$ cat config.mk
export PLATFORM = sky130hd
export DESIGN_NAME = int_sequencer
export DESIGN_NICKNAME = d
export VERILOG_FILES = /design/src/rtl/int_pkg.sv /design/src/rtl/sat_counter.sv /design/src/rtl/int_sequencer.sv
export SDC_FILE = /design/constraint.sdc
export NUM_CORES = 1
export LEC_CHECK = 0
export BUFFER_PORTS_ARGS = -buffer_cell sky130_fd_sc_hd__buf_2
export CAP_MARGIN = 40
export CELL_PAD_IN_SITES_DETAIL_PLACEMENT = 1
export CELL_PAD_IN_SITES_GLOBAL_PLACEMENT = 1
export CORE_AREA = 2 2 133 135
export DETAILED_ROUTE_END_ITERATION = 10
export DIE_AREA = 0 0 135 137
export PLACE_DENSITY_LB_ADDON = 0.25
export REMOVE_ABC_BUFFERS = 1
export SLEW_MARGIN = 20
export SYNTH_ARGS = -nofsm -noshare
export SYNTH_HDL_FRONTEND = slang
export SYNTH_HIERARCHICAL = 1
export SYNTH_SLANG_ARGS = --single-unit
$ cat constraint.sdc
create_clock -name clk -period 2.6 [get_ports clk]
set_input_delay 0.52 -clock clk [delete_from_list [all_inputs] [get_ports clk]]
set_output_delay 0.52 -clock clk [all_outputs]
set_load 0.01 [all_outputs]
$ cat src/rtl/int_pkg.sv
// Shared definitions for the interrupt sequencer and the interrupt controller it consumes.
package int_pkg;

  localparam int ID_W    = 2;
  localparam int NUM_SRC = 4;

  typedef enum logic [2:0] {
    S_IDLE   = 3'd0,
    S_DRAIN  = 3'd1,
    S_ACK    = 3'd2,
    S_VECTOR = 3'd3,
    S_IN_ISR = 3'd4,
    S_RETURN = 3'd5
  } state_e;

endpackage

$ cat src/rtl/sat_counter.sv
// Saturating up-counter. Clear and increment together restart the count at one.
module sat_counter #(
  parameter int W = 16
) (
  input  logic         clk,
  input  logic         rst_n,
  input  logic         clr_i,
  input  logic         inc_i,
  output logic [W-1:0] cnt_o
);

  logic [W-1:0] cnt_q;
  logic [W-1:0] cnt_d;

  always_comb begin
    cnt_d = cnt_q;
    if (clr_i) begin
      cnt_d = inc_i ? {{(W-1){1'b0}}, 1'b1} : '0;
    end else if (inc_i && (cnt_q != '1)) begin
      cnt_d = cnt_q + {{(W-1){1'b0}}, 1'b1};
    end
  end

  always_ff @(posedge clk or negedge rst_n) begin
    if (!rst_n) cnt_q <= '0;
    else        cnt_q <= cnt_d;
  end

  assign cnt_o = cnt_q;

endmodule

$ cat src/rtl/int_sequencer.sv
// CPU-side interrupt entry/return sequencer: drain, acknowledge, vector, service, return.
module int_sequencer
  import int_pkg::*;
#(
  parameter int ADDR_W = 32,
  parameter int LAT_W  = 16
) (
  input  logic              clk,
  input  logic              rst_n,
  input  logic              irq,
  input  logic [ADDR_W-1:0] isr_addr,
  input  logic [ID_W-1:0]   priority_select,
  output logic              iack,
  input  logic              pipe_empty,
  input  logic [ADDR_W-1:0] resume_pc,
  input  logic              mret,
  input  logic              ie_we,
  input  logic              ie_wdata,
  output logic              stall_fetch,
  output logic              redirect,
  output logic [ADDR_W-1:0] redirect_addr,
  output logic              ie,
  output logic              in_isr,
  output logic [ID_W-1:0]   active_id,
  output logic [ADDR_W-1:0] epc,
  output logic [LAT_W-1:0]  last_latency,
  output state_e            state_dbg
);

  state_e             state_q;
  logic               ie_q, saved_ie_q;
  logic               stall_q, redirect_q, in_isr_q;
  logic [ADDR_W-1:0]  raddr_q, epc_q;
  logic [ID_W-1:0]    id_q;
  logic [LAT_W-1:0]   last_lat_q;
  logic [LAT_W-1:0]   lat_cnt;
  logic               take_d;
  logic               lat_clr, lat_inc;

  // A same-cycle disable write wins over a pending irq; an enable write does not help it.
  assign take_d  = irq && ie_q && !(ie_we && !ie_wdata);
  assign lat_clr = (state_q == S_IDLE) && take_d;
  assign lat_inc = lat_clr || (state_q == S_DRAIN) || (state_q == S_ACK);

  sat_counter #(.W(LAT_W)) u_lat (
    .clk   (clk),
    .rst_n (rst_n),
    .clr_i (lat_clr),
    .inc_i (lat_inc),
    .cnt_o (lat_cnt)
  );

  always_ff @(posedge clk or negedge rst_n) begin
    if (!rst_n) begin
      state_q    <= S_IDLE;
      ie_q       <= 1'b0;
      saved_ie_q <= 1'b0;
      stall_q    <= 1'b0;
      redirect_q <= 1'b0;
      in_isr_q   <= 1'b0;
      raddr_q    <= '0;
      epc_q      <= '0;
      id_q       <= '0;
      last_lat_q <= '0;
    end else begin
      case (state_q)
        S_IDLE: begin
          if (ie_we) ie_q <= ie_wdata;
          if (take_d) begin
            state_q <= S_DRAIN;
            stall_q <= 1'b1;
          end
        end
        S_DRAIN: begin
          if (pipe_empty) begin
            epc_q   <= resume_pc;
            state_q <= S_ACK;
          end
        end
        S_ACK: begin
          // Vector and id are captured now, before the controller clears on iack.
          if (irq) begin
            raddr_q    <= isr_addr;
            id_q       <= priority_select;
            redirect_q <= 1'b1;
            state_q    <= S_VECTOR;
          end else begin
            stall_q <= 1'b0;
            state_q <= S_IDLE;
          end
        end
        S_VECTOR: begin
          saved_ie_q <= ie_q;
          ie_q       <= 1'b0;
          last_lat_q <= lat_cnt;
          redirect_q <= 1'b0;
          stall_q    <= 1'b0;
          in_isr_q   <= 1'b1;
          state_q    <= S_IN_ISR;
        end
        S_IN_ISR: begin
          if (ie_we) saved_ie_q <= ie_wdata;
          if (mret) begin
            raddr_q    <= epc_q;
            redirect_q <= 1'b1;
            state_q    <= S_RETURN;
          end
        end
        S_RETURN: begin
          ie_q       <= saved_ie_q;
          redirect_q <= 1'b0;
          in_isr_q   <= 1'b0;
          state_q    <= S_IDLE;
        end
        default: state_q <= S_IDLE;
      endcase
    end
  end

  assign iack          = (state_q == S_ACK) && irq;
  assign stall_fetch   = stall_q;
  assign redirect      = redirect_q;
  assign redirect_addr = raddr_q;
  assign ie            = ie_q;
  assign in_isr        = in_isr_q;
  assign active_id     = id_q;
  assign epc           = epc_q;
  assign last_latency  = last_lat_q;
  assign state_dbg     = state_q;

endmodule

==> impl_metrics.ini <==
[worst_hold_path]
hold_class = in2async

[grt]
grt_overflow_total = 0
grt_pass1_wl_mm = 21.2
track_usage_pct = 14.6
grt_pass1_vias = 4044
grt.busiest_layer = met2
grtUsageMet1_pct = 17.5
antenna_found_initial = 0
grt_max_degree = 65
grt_use_met2_pct = 25.9
use_met3_pct = 2.81

[layout]
nFillCells = 1951
area_growth_syn_to_layout_pct = 26.5
final_cell_mix = buf_2 (161), dfrtp_1 (106), nor2_1 (49)
final_common_cell = buf_2
antenna_cells = 0
fin_nets = 647
layout-drive-gt1-share_pct = 49.9

[routing]
drtIter0Drc = 117
post-route-drc-count = 0
firstDrtPassIters = 4
vias = 3753
wl_per_cell_um = 16.2
avgViaCountPerCell = 4.68
finalWirelength_mm = 13.0
ant_nets = 0

[sta]
slew_headroom_pct = 63.0
fin_ws_ps = 220
setup_viol = 0
rsz0062_at_grt = no
fin_skew_ps = 9.84
fin_crit_sh_pct = 91.5
drv_slew = 0
tightest_slew_ps = 551
fmax_mhz = 420
hold_viol = 0
layout_min_cycle_time_ps = 2380

[floorplanning]
core_sq_mm = 0.0171
rows = 48
initial_core_util_pct = 29.6
die_area_sq_mm = 0.0185
die_w_um = 135
pin_count = 163
die_y_um = 137

[power]
internal_power_mw = 4.37
pwr_density_cell_mw_per_mm2 = 1100
cellLeakagePower_nw = 2.89
vdd_drop_max_v = 0.000365
comb_power_share_pct = 41.3
switching_power_mw = 2.64
p_seq_share_pct = 39.4
finalPower_mw = 7.02
switching_share_pct = 37.7
clkPwrFrac_pct = 19.4

[cts]
cts_resized = 0
cts_setup_buffers = 0
cts_buffers = 9
cts_tree = done
path_clk_slew_ps = 80
cts_root_buf = clkbuf_16
clk_path_buf_depth = 2
clock_latency_ps = 350
clock_sinks = 106
cts_hold_buf = 0
h-tree-depth = 3

[placement]
gp_congestion = 0.798
dpl_worst_slack_ps = -53.8
portBuffers = 162
dp_hpwl_mm = 9.59

[flow_run]
cap_violations = 0

[synth]
async_flop_share_pct = 100
synth-seq-area-share_pct = 52.6
syn_area_per_cell_sq_um = 12.4
syn-cell-area_sq_mm = 0.00504
synth-seq-cells = 106
synth.distinct_cells = 55
yosys_warnings = 6
synth_top_area_share_pct = 52.6
yosys_most_used_dff = dfrtp_1
synth_edf_count = 0
synth.largest_area_cell = dfrtp_1
yosys-top-cells-area = dfrtp_1 (53%), mux2_2 (9.6%), mux2i_1 (6.8%), a21oi_2 (4.9%), nor2_1 (3.6%)
syn_inst = 407

[worst_setup_path]
r2r_setup_slack_ps = 220
cpPeakStageDelay_ps = 420
reg2reg_from = ie$_DFFE_PN0P_
crit_path_start_kind = register
rr_endpoint = u_lat/cnt_o[8]$_DFFE_PN0P_
cp_data_arrival_time_ps = 2610
worst_path_max_delay_cell = dfrtp_1
critPathTopFamily = simple AND/OR/NAND/NOR gates
critical_path.max_fanout = 7
crit_chain = nand2_1, or2_2, a211oi_1, buf_4, nand2_1, nor4_1, mux2_2
rr_worst_depth = 7
end_kind = register
crit_top_cell = nand2_1
crit_buf_inv = 1
critPathLaunch = ie$_DFFE_PN0P_
crit_required_ps = 2830
criticalPathCategory = reg2reg

[run_status]
status = complete, no violations
flip-flops by register name (all words and copies together) (netlist names):
register       cells
redirect_addr     32
epc               32
u_lat/cnt_o       16
last_latency      16
active_id          2
stall_fetch        1
state_dbg          3
in_isr             1
ie                 1
saved_ie_q         1
redirect           1
how the worst max path moves through the flow:
stage | endpoint | slack, ps | cells after the start
after CTS | u_lat/cnt_o[11]$_DFFE_PN0P_ | 210 | 7
final | u_lat/cnt_o[8]$_DFFE_PN0P_ | 220 | 7
after floorplan | u_lat/cnt_o[7]$_DFFE_PN0P_ | -480 | 6
after global routing | u_lat/cnt_o[11]$_DFFE_PN0P_ | 40 | 7
after global placement | u_lat/cnt_o[11]$_DFFE_PN0P_ | -20 | 8
after detailed placement | u_lat/cnt_o[11]$_DFFE_PN0P_ | -50 | 8
cell usage after synthesis, types with 4 or more instances:
cell,count
mux2_4,10
nor3_1,6
nor2b_1,5
o21ai_0,4
nand3b_1,4
nor2_1,49
nand4_1,4
a21oi_1,17
inv_1,9
nand2_1,10
dfrtp_1,106
buf_6,13
a21oi_2,28
mux2i_1,34
nand3_1,5
mux2_2,43
nor4_1,4
area by class of cell:
type                       instances  area (sq um)  share of cell area [%]
sequential                       106          2650                    41.6
multi-input combinational        269          2150                    33.7
timing repair buffer             177           963                    15.1
tap                              225           282                    4.41
clock buffer                      10           239                    3.75
clock inverter                     6          56.3                   0.883
inverter                           9          33.8                   0.530
routing by layer:
layer / part of all wire [%] / wire length, um
met1: 42 / 5480
met2: 52 / 6720
met3: 4.4 / 570
met4: 1.8 / 232
met5: 0 / 0
stage by stage:
stage	setup TNS, ps	instance area [sq um]	utilization, %	instances	hold WS, ps
floorplan	-19810	4820	-	384	224
global placement	-19.9	6080	35.7	786	484
detailed placement	-117	6080	35.7	786	490
CTS	0	6380	37.4	802	157
global route	0	6380	37.4	802	177
finish	0	6380	37.4	802	136
worst register-to-register path, stage by stage, from the launching register on:
cell,delay [ps]
dfrtp_1,420
nand2_1,90
or2_2,320
a211oi_1,350
buf_4,220
nand2_1,150
nor4_1,350
mux2_2,380
power groups by stage:
stage               clock network (mW)  registers [mW]  logic (mW)
floorplan                            0            3.07        1.41
global placement                     0            2.75        2.89
detailed placement                   0            2.80        2.95
CTS                               1.42            2.77        2.96
global route                      1.48            2.87        3.17
finish                            1.36            2.76        2.90
cell families (layout without fill, tap and decap cells):
group,Yosys count,in the layout,share of synthesized area (%)
and+or+nand+nor,109,109,11.9
DFF,106,106,52.6
muxes,88,88,19.6
AOI/OAI and AO/OA,70,70,10.5
buffers and inverters,32,202,4.99
adders and majority gates,2,2,0.496
Power figures use the tool's default switching activity.
